[src/rtl/imul_dot_prod_seq_if.sv]
// ============================================================================
// Module   : imul_dot_prod_seq_if
// Brief    : Handshake bundle of the dot-product sequencer (input stream,
//            multiplier request/response, result).
// Revision : 1.0
// ============================================================================
`default_nettype none

interface imul_dot_prod_seq_if #(
   parameter int CNT_NBITS = 16
);
   logic                 in_val;
   logic                 in_rdy;
   logic [63:0]          in_msg;
   logic                 in_last;

   logic                 mul_req_val;
   logic                 mul_req_rdy;
   logic [63:0]          mul_req_msg;

   logic                 mul_resp_val;
   logic                 mul_resp_rdy;
   logic [31:0]          mul_resp_msg;

   logic                 out_val;
   logic                 out_rdy;
   logic [31:0]          out_msg;
   logic [CNT_NBITS-1:0] out_count;

   // Sequencer side
   modport slave (
      input  in_val, in_msg, in_last,
      output in_rdy,
      output mul_req_val, mul_req_msg,
      input  mul_req_rdy,
      input  mul_resp_val, mul_resp_msg,
      output mul_resp_rdy,
      output out_val, out_msg, out_count,
      input  out_rdy
   );

   // Environment side: operand source, multiplier and result sink
   modport master (
      output in_val, in_msg, in_last,
      input  in_rdy,
      input  mul_req_val, mul_req_msg,
      output mul_req_rdy,
      output mul_resp_val, mul_resp_msg,
      input  mul_resp_rdy,
      input  out_val, out_msg, out_count,
      output out_rdy
   );
endinterface

`default_nettype wire

[src/rtl/imul_dot_prod_seq.sv]
// ============================================================================
// Module   : imul_dot_prod_seq
// Brief    : Streams operand pairs to an in-order multiplier and accumulates
//            the products into one sum + element count per stream.
// Revision : 1.0
// ============================================================================
`default_nettype none

module imul_dot_prod_seq #(
   parameter int MAX_INFLIGHT = 2,
   parameter int CNT_NBITS    = 16
) (
   input  wire logic              clk,
   input  wire logic              reset,
   imul_dot_prod_seq_if.slave     bus
);

   localparam int c_IF_NBITS = $clog2(MAX_INFLIGHT + 1);
   localparam logic [c_IF_NBITS-1:0] c_MAX_INFLIGHT = c_IF_NBITS'(MAX_INFLIGHT);
   localparam logic [c_IF_NBITS-1:0] c_IF_ONE       = c_IF_NBITS'(1);
   localparam logic [CNT_NBITS-1:0]  c_CNT_ONE      = CNT_NBITS'(1);

   localparam logic [1:0] c_ST_ACCUM = 2'd0;
   localparam logic [1:0] c_ST_DRAIN = 2'd1;
   localparam logic [1:0] c_ST_DONE  = 2'd2;

   logic [1:0]            r_state;
   logic [31:0]           r_acc;
   logic [CNT_NBITS-1:0]  r_cnt;
   logic [c_IF_NBITS-1:0] r_inflight;

   logic w_issue_ok;
   logic w_in_go;
   logic w_resp_go;
   logic w_out_go;

   // Handshake outputs are gated by reset so nothing is offered while held.
   assign w_issue_ok = reset && (r_state == c_ST_ACCUM) && (r_inflight < c_MAX_INFLIGHT);

   assign bus.mul_req_val  = bus.in_val && w_issue_ok;
   assign bus.in_rdy       = bus.mul_req_rdy && w_issue_ok;
   assign bus.mul_req_msg  = bus.in_msg;
   assign bus.mul_resp_rdy = reset && (r_state != c_ST_DONE);
   assign bus.out_val      = reset && (r_state == c_ST_DONE);
   assign bus.out_msg      = r_acc;
   assign bus.out_count    = r_cnt;

   assign w_in_go   = bus.in_val && bus.in_rdy;
   assign w_resp_go = bus.mul_resp_val && bus.mul_resp_rdy;
   assign w_out_go  = bus.out_val && bus.out_rdy;

   always_ff @(posedge clk) begin
      if (!reset) begin
         r_state    <= c_ST_ACCUM;
         r_acc      <= 32'd0;
         r_cnt      <= '0;
         r_inflight <= '0;
      end else begin
         case (r_state)
            c_ST_ACCUM: if (w_in_go && bus.in_last)            r_state <= c_ST_DRAIN;
            c_ST_DRAIN: if (w_resp_go && r_inflight == c_IF_ONE) r_state <= c_ST_DONE;
            c_ST_DONE:  if (w_out_go)                          r_state <= c_ST_ACCUM;
            default:                                           r_state <= c_ST_ACCUM;
         endcase

         // Responses never arrive in DONE, so clearing and accumulating are exclusive.
         if (w_out_go) begin
            r_acc <= 32'd0;
            r_cnt <= '0;
         end else if (w_resp_go) begin
            r_acc <= r_acc + bus.mul_resp_msg;
            r_cnt <= r_cnt + c_CNT_ONE;
         end

         if (w_in_go && !w_resp_go) begin
            r_inflight <= r_inflight + c_IF_ONE;
         end else if (!w_in_go && w_resp_go) begin
            r_inflight <= r_inflight - c_IF_ONE;
         end
      end
   end

endmodule

`default_nettype wire

[src/flat_wrapper.sv]
// flat-port wrapper written by rule: the top's interface ports become plain ports
module imul_dot_prod_seq_flat 
#(
   parameter int MAX_INFLIGHT = 2,
   parameter int CNT_NBITS    = 16
)
  (clk, reset, bus_in_val, bus_in_msg, bus_in_last, bus_in_rdy, bus_mul_req_val, bus_mul_req_msg, bus_mul_req_rdy, bus_mul_resp_val, bus_mul_resp_msg, bus_mul_resp_rdy, bus_out_val, bus_out_msg, bus_out_count, bus_out_rdy);
  imul_dot_prod_seq_if #(.CNT_NBITS(CNT_NBITS)) bus_i ();
  input  wire logic clk;
  input  wire logic reset;
  input wire logic [$bits(bus_i.in_val)-1:0] bus_in_val;
  input wire logic [$bits(bus_i.in_msg)-1:0] bus_in_msg;
  input wire logic [$bits(bus_i.in_last)-1:0] bus_in_last;
  output wire logic [$bits(bus_i.in_rdy)-1:0] bus_in_rdy;
  output wire logic [$bits(bus_i.mul_req_val)-1:0] bus_mul_req_val;
  output wire logic [$bits(bus_i.mul_req_msg)-1:0] bus_mul_req_msg;
  input wire logic [$bits(bus_i.mul_req_rdy)-1:0] bus_mul_req_rdy;
  input wire logic [$bits(bus_i.mul_resp_val)-1:0] bus_mul_resp_val;
  input wire logic [$bits(bus_i.mul_resp_msg)-1:0] bus_mul_resp_msg;
  output wire logic [$bits(bus_i.mul_resp_rdy)-1:0] bus_mul_resp_rdy;
  output wire logic [$bits(bus_i.out_val)-1:0] bus_out_val;
  output wire logic [$bits(bus_i.out_msg)-1:0] bus_out_msg;
  output wire logic [$bits(bus_i.out_count)-1:0] bus_out_count;
  input wire logic [$bits(bus_i.out_rdy)-1:0] bus_out_rdy;
  assign bus_i.in_val = bus_in_val;
  assign bus_i.in_msg = bus_in_msg;
  assign bus_i.in_last = bus_in_last;
  assign bus_in_rdy = bus_i.in_rdy;
  assign bus_mul_req_val = bus_i.mul_req_val;
  assign bus_mul_req_msg = bus_i.mul_req_msg;
  assign bus_i.mul_req_rdy = bus_mul_req_rdy;
  assign bus_i.mul_resp_val = bus_mul_resp_val;
  assign bus_i.mul_resp_msg = bus_mul_resp_msg;
  assign bus_mul_resp_rdy = bus_i.mul_resp_rdy;
  assign bus_out_val = bus_i.out_val;
  assign bus_out_msg = bus_i.out_msg;
  assign bus_out_count = bus_i.out_count;
  assign bus_i.out_rdy = bus_out_rdy;
  imul_dot_prod_seq #(.MAX_INFLIGHT(MAX_INFLIGHT), .CNT_NBITS(CNT_NBITS)) u_core (.clk(clk), .reset(reset), .bus(bus_i));
endmodule
[config.mk]
export PLATFORM = sky130hd
export DESIGN_NAME = imul_dot_prod_seq_flat
export DESIGN_NICKNAME = d
export VERILOG_FILES = /design/src/rtl/imul_dot_prod_seq_if.sv /design/src/rtl/imul_dot_prod_seq.sv /design/src/flat_wrapper.sv
export SDC_FILE = /design/constraint.sdc
export NUM_CORES = 1
export LEC_CHECK = 0
export BUFFER_PORTS_ARGS = -buffer_cell sky130_fd_sc_hd__buf_2
export CELL_PAD_IN_SITES_DETAIL_PLACEMENT = 1
export CELL_PAD_IN_SITES_GLOBAL_PLACEMENT = 1
export CORE_MARGIN = 2
export CORE_UTILIZATION = 28
export CTS_BUF_LIST = sky130_fd_sc_hd__clkbuf_2 sky130_fd_sc_hd__clkbuf_4 sky130_fd_sc_hd__clkbuf_8
export CTS_CLUSTER_DIAMETER = 80
export CTS_CLUSTER_SIZE = 16
export DETAILED_ROUTE_END_ITERATION = 10
export MAX_ROUTING_LAYER = met4
export PLACE_DENSITY_LB_ADDON = 0.1
export SKIP_LAST_GASP = 1
export SLEW_MARGIN = 20
export SYNTH_ARGS = -nofsm -noshare
export SYNTH_HDL_FRONTEND = slang
export SYNTH_SLANG_ARGS = --single-unit
[constraint.sdc]
create_clock -name clk -period 3.35 [get_ports clk]
set_clock_uncertainty 0.05 [all_clocks]
set_input_delay 0.67 -clock clk [delete_from_list [all_inputs] [get_ports clk]]
set_output_delay 0.67 -clock clk [all_outputs]
set_load 0.005 [all_outputs]
==> results of run 1 <==
## Yosys cell counts (all sizes together), types with 2 or more instances
cell type,n
a2111oi,3
a211oi,4
a21boi,3
a21o,22
a21oi,53
a31oi,4
and2,6
and3,4
and4,5
buf,68
clkbuf,15
dfxtp,52
ha,34
inv,6
mux2i,2
nand2,69
nand3,13
nand3b,3
nand4,10
nor2,36
nor2b,2
nor3,7
nor3b,5
nor4,2
o21a,2
o21ai,24
o21bai,4
o31ai,3
or3,4
xnor2,15
xor2,22
## routing by layer
metal / global-route usage [%]
met5: -
met4: 4.49
met3: 3.57
met2: 28.1
met1: 19.4
## through the flow
step	instances	utilization (%)	hold slack, ns	TNS [ns]
after floorplan	514	-	0.408	0
after global placement	711	30.3	0.406	0
after detailed placement	711	30.3	0.422	-0.0448
after CTS	719	31.0	0.438	0
after global routing	720	31.0	0.453	0
## cells by family after synthesis
kind of cell | after synthesis | share of synthesized area [%]
muxes | 2 | 0.497
and+or+nand+nor | 168 | 19.6
xor gates and xnor gates | 37 | 8.05
DFF | 52 | 25.9
AOI/OAI and AO/OA | 131 | 20.7
buffers and inverters | 89 | 14.3
adders and majority gates | 35 | 11.1
==> results.tsv, run 1 <==
stage	metric	value	unit
status	outcome	aborted with a tool error	
status	Failed at	detailed routing	
status	Error	[ERROR DRT-0255] Maze Route cannot find path of net bus_in_msg[18] in worker of routeBox ( 96600 96600 ) ( 123915 123915 ).	
place	GP Congestion	0.827	
clock_tree	Resized Gates After CTS	0	
synth	Synth warnings	0	
grt	GRT Total Usage	16.4	%
place	placed cell areas	4240	um2
die	Rows	43	
grt	GRT overflow	0	
clock_tree	CTS Buf Count	5	
place	Final HPWL DP	9.17	mm
synth	post-synth top area share	25.9	%
grt	first-pass GRT wire length	19.1	mm
clock_tree	CTS Buffer Depth	2	
place	Port Buffers	90	
clock_tree	hold_buf cts	0	
clock_tree	CTS Sinks	52	
clock_tree	Root Buffer	clkbuf_8	
die	Starting Density	28.8	%
die	height of the die	124	um
grt	vias in the first global route	3699	
synth	Synth Register Bits	52	
synth	Synth area leader	dfxtp_1	
clock_tree	H-tree levels	2	
synth	most area-consuming cells after synthesis	dfxtp_1 26%, buf_4 12%, ha_1 11%	
die	Top-Level Pins	219	
synth	Post-Syn Area	4030	um2
die	Horiz. Die Dim	124	um
synth	predominant post-synthesis flop cell	dfxtp_1	
grt	initial antenna violation count	1	
place	pre-CTS setup slack	-0.0429	ns
grt	largest net degree at the start of global routing	39	
clock_tree	Post-CTS Setup Bufs	0	
synth	Yosys cell types	49	
synth	async set-or-reset flop fraction in the synthesized netlist	0	%
synth	EDFF count, synth	0	
synth	sequential element share of the synthesized area	25.9	%
synth	gate count of the mapped netlist	514	
synth	Avg Cell Area, Syn	7.83	um2
synth	syn_nets	652	
==> inputs of run 2 (changes only) <==
Settings changed: CELL_PAD_IN_SITES_DETAIL_PLACEMENT 1 to unset, CELL_PAD_IN_SITES_GLOBAL_PLACEMENT 1 to unset, CORE_UTILIZATION 28 to 20, CTS_BUF_LIST sky130_fd_sc_hd__clkbuf_2 sky130_fd_sc_hd__clkbuf_4 sky130_fd_sc_hd__clkbuf_8 to unset, CTS_CLUSTER_DIAMETER 80 to unset, CTS_CLUSTER_SIZE 16 to unset, MAX_ROUTING_LAYER met4 to unset, PLACE_DENSITY_LB_ADDON 0.1 to 0.15.
==> results.tsv, run 2 <==
stage	metric	value	unit	change
clock_tree	Clock transition at path regs	0.07	ns	
power_and_ir_drop	VDD IR max	0.178	mV	
final_layout	synthesis-to-finish area growth	12.9	%	
synth	predominant post-synthesis flop cell	dfxtp_1		
critical_path	worst r2r path cells	11		
synth	Yosys cell types	49		unchanged
critical_path	WP buf/inv	2		
drt	DRT Wirelength	11.4	mm	
synth	syn_nets	652		unchanged
critical_path	CP Capture Type	flop		
sta	unrepaired setup endpoints after global routing	false		
sta	Tmin final	3.01	ns	
synth	most area-consuming cells after synthesis	dfxtp_1 26%, buf_4 12%, ha_1 11%		
clock_tree	worst-skew pair later-pin latency	0.31	ns	
final_layout	Core Util, Final	23.2	%	
sta	final worst setup slack	0.344	ns	
die	Top-Level Pins	219		unchanged
sta	final setup vio count	0		
power_and_ir_drop	Leak Pwr	2.11	nW	
place	Final HPWL DP	8.96	mm	-2.3%
run	number of max-cap violations	0		
grt	first-pass GRT wire length	18.8	mm	-1.3%
synth	sequential element share of the synthesized area	25.9	%	unchanged
synth	EDFF count, synth	0		unchanged
synth	Post-Syn Area	4030	um2	unchanged
hold_path	Hold Startpoint	u_core.bus.out_msg[12]		
critical_path	ordered list of cells on the worst path	buf_2, ha_1, nand2_1, a2111oi_0, buf_4, o2111ai_1, a21o_1, and2_4, o31ai_1, xnor2_1, o21ai_0		
hold_path	Hold EP	u_core.bus.out_msg[12]		
synth	async set-or-reset flop fraction in the synthesized netlist	0	%	unchanged
die	height of the die	146	um	+18%
critical_path	Crit Path Category	in -> reg		
synth	post-synth top area share	25.9	%	unchanged
final_layout	commonest cells after routing, fill and taps aside	90 x buf_2, 69 x nand2_1, 53 x a21oi_1		
sta	final worst-path cycle share	89.7	%	
die	Core Area	19600	um2	
synth	Synth Register Bits	52		unchanged
place	GP Congestion	0.799		-3.3%
drt	First DRT Iteration DRCs	128		
clock_tree	hold_buf cts	0		unchanged
sta	Fmax	333	MHz	
drt	DRC	0		
grt	initial antenna violation count	0		-1
synth	synth cell count leaders	69 x nand2_1, 64 x buf_4, 53 x a21oi_1		
final_layout	layout cells sized above 1	22.3	%	
critical_path	worst path arrival time	3.13	ns	
clock_tree	CTS tree	yes		
critical_path	Max stage delay cell, worst path	a2111oi_0		
grt	GRT overflow	0		unchanged
synth	Synth area leader	dfxtp_1		
clock_tree	H-tree levels	2		unchanged
clock_tree	CTS Sinks	52		unchanged
drt	via/cell ratio	4.37		
critical_path	worst r2r dst	u_core.bus.out_msg[30]		
hold_path	hold crit path type	reg -> reg		
critical_path	Critical Path RT	3.47	ns	
synth	top-count cell post-synth	nand2_1		
place	pre-CTS setup slack	-0.00969	ns	+0.0332 ns
die	Horiz. Die Dim	146	um	+18%
power_and_ir_drop	pwr dens	436	nW/um2	
sta	Slew HR	66.0	%	
clock_tree	Resized Gates After CTS	0		unchanged
critical_path	Worst Setup Start Kind	primary input		
synth	Synth warnings	0		unchanged
synth	Avg Cell Area, Syn	7.83	um2	unchanged
grt	vias in the first global route	3721		+0.59%
critical_path	Max FO, Critical Path	5		
clock_tree	CTS Buf Count	5		unchanged
synth	gate count of the mapped netlist	514		unchanged
critical_path	r2r setup slk	0.45	ns	
sta	Final Slew Violations	0		
drt	Final ANT Viol Nets	0		
clock_tree	CTS Buffer Depth	2		unchanged
drt	drt wl/cell	14.0	um	
critical_path	RR Startpoint	u_core.bus.out_msg[0]		
grt	largest net degree at the start of global routing	24		-38%
critical_path	CP delay by family, top	compound AO/OA/AOI/OAI gates		
final_layout	most common cell after layout, fill and taps aside	buf_2		
die	full die area	21300	um2	
clock_tree	Post-CTS Setup Bufs	0		unchanged
hold_path	Cells on Worst Hold Path	2		
final_layout	diodes inserted	0		
clock_tree	Root Buffer	clkbuf_16		
die	Starting Density	20.6	%	-8.2 points
drt	vias	3548		
sta	Fin. Hold Viols	0		
final_layout	max FFs per register	32		
drt	DR pass1 iterations	4		
die	Rows	51		+19%
critical_path	max incr delay on CP	0.49	ns	
sta	Worst-Margin Slew	0.497	ns	
grt	GRT Total Usage	10.8	%	-5.6 points
final_layout	layout net count	683		
place	Port Buffers	90		unchanged
status	outcome	complete, no violations		
-- run 2: cell counts after synthesis --
Identical to the previous run, type by type.
-- run 2: how the worst max path moves through the flow --
stage / start / end / slack [ns] / depth (start not counted)
global placement: bus_mul_resp_msg[7] / u_core.bus.out_msg[31] / 0.05 / 11
detailed placement: bus_mul_resp_msg[0] / u_core.bus.out_msg[28] / -0.01 / 12
floorplan: bus_mul_resp_msg[0] / u_core.bus.out_msg[28] / 0.35 / 10
global route: bus_mul_resp_msg[7] / u_core.bus.out_msg[25] / 0.10 / 11
CTS: bus_mul_resp_msg[0] / u_core.bus.out_msg[28] / 0.31 / 12
finish: bus_mul_resp_msg[7] / u_core.bus.out_msg[25] / 0.34 / 11
-- run 2: layout make-up --
type / count / area (um2)
inverter: 6 / 22.5
fill: 2221 / 15000
multi-input combinational: 373 / 2420
clock inverter: 3 / 25.0
timing repair buffer: 107 / 578
tap: 265 / 332
clock buffer: 5 / 125
sequential: 52 / 1040
-- run 2: routing by layer --
layer / wire, um / track usage, % / up-vias
li1: - / - / 1807
met1: 5380 / 13.5 / 1632
met2: 5140 / 17.8 / 92
met3: 670 / 3.23 / 17
met4: 176 / 3.04 / 0
met5: 0 / 0 / -
-- run 2: where the power goes --
group | leakage, nW | switching (W) | internal (W)
clock | 0.0708 | 0.000278 | 0.000284
combinational | 1.61 | 0.000377 | 0.000314
sequential | 0.425 | 0.0000545 | 0.000676
-- run 2: per-stage QoR --
stage,area (um2),std cells,hold WS (ns),setup TNS (ns),power [W]
after CTS,4550,811,0.428,0,0.00203
final,4550,811,0.421,0,0.00198
after global placement,4400,803,0.409,0,0.00145
after global routing,4550,811,0.451,0,0.00214
after floorplan,4030,514,0.408,0,0.00126
after detailed placement,4400,803,0.415,-0.00969,0.00144
-- run 2: tightest hold or removal path, stage by stage (launching register included) --
cell,delay (ns)
dfxtp_1,0.32
nand2_1,0.05
a21oi_1,0.05
-- run 2: kinds of logic (layout without fill, tap and decap cells) --
logic type               after synthesis  in the layout  synth area share [%]
XOR/XNOR                              37             37                  8.05
AND/OR/NAND/NOR                      168            168                  19.6
multiplexers                           2              2                 0.497
buffers and inverters                 89            121                  14.3
AO/OA/AOI/OAI                        131            131                  20.7
adder cells (fa/ha/maj)               35             35                  11.1
flip-flops                            52             52                  25.9
(Power assumes the default switching activity.)
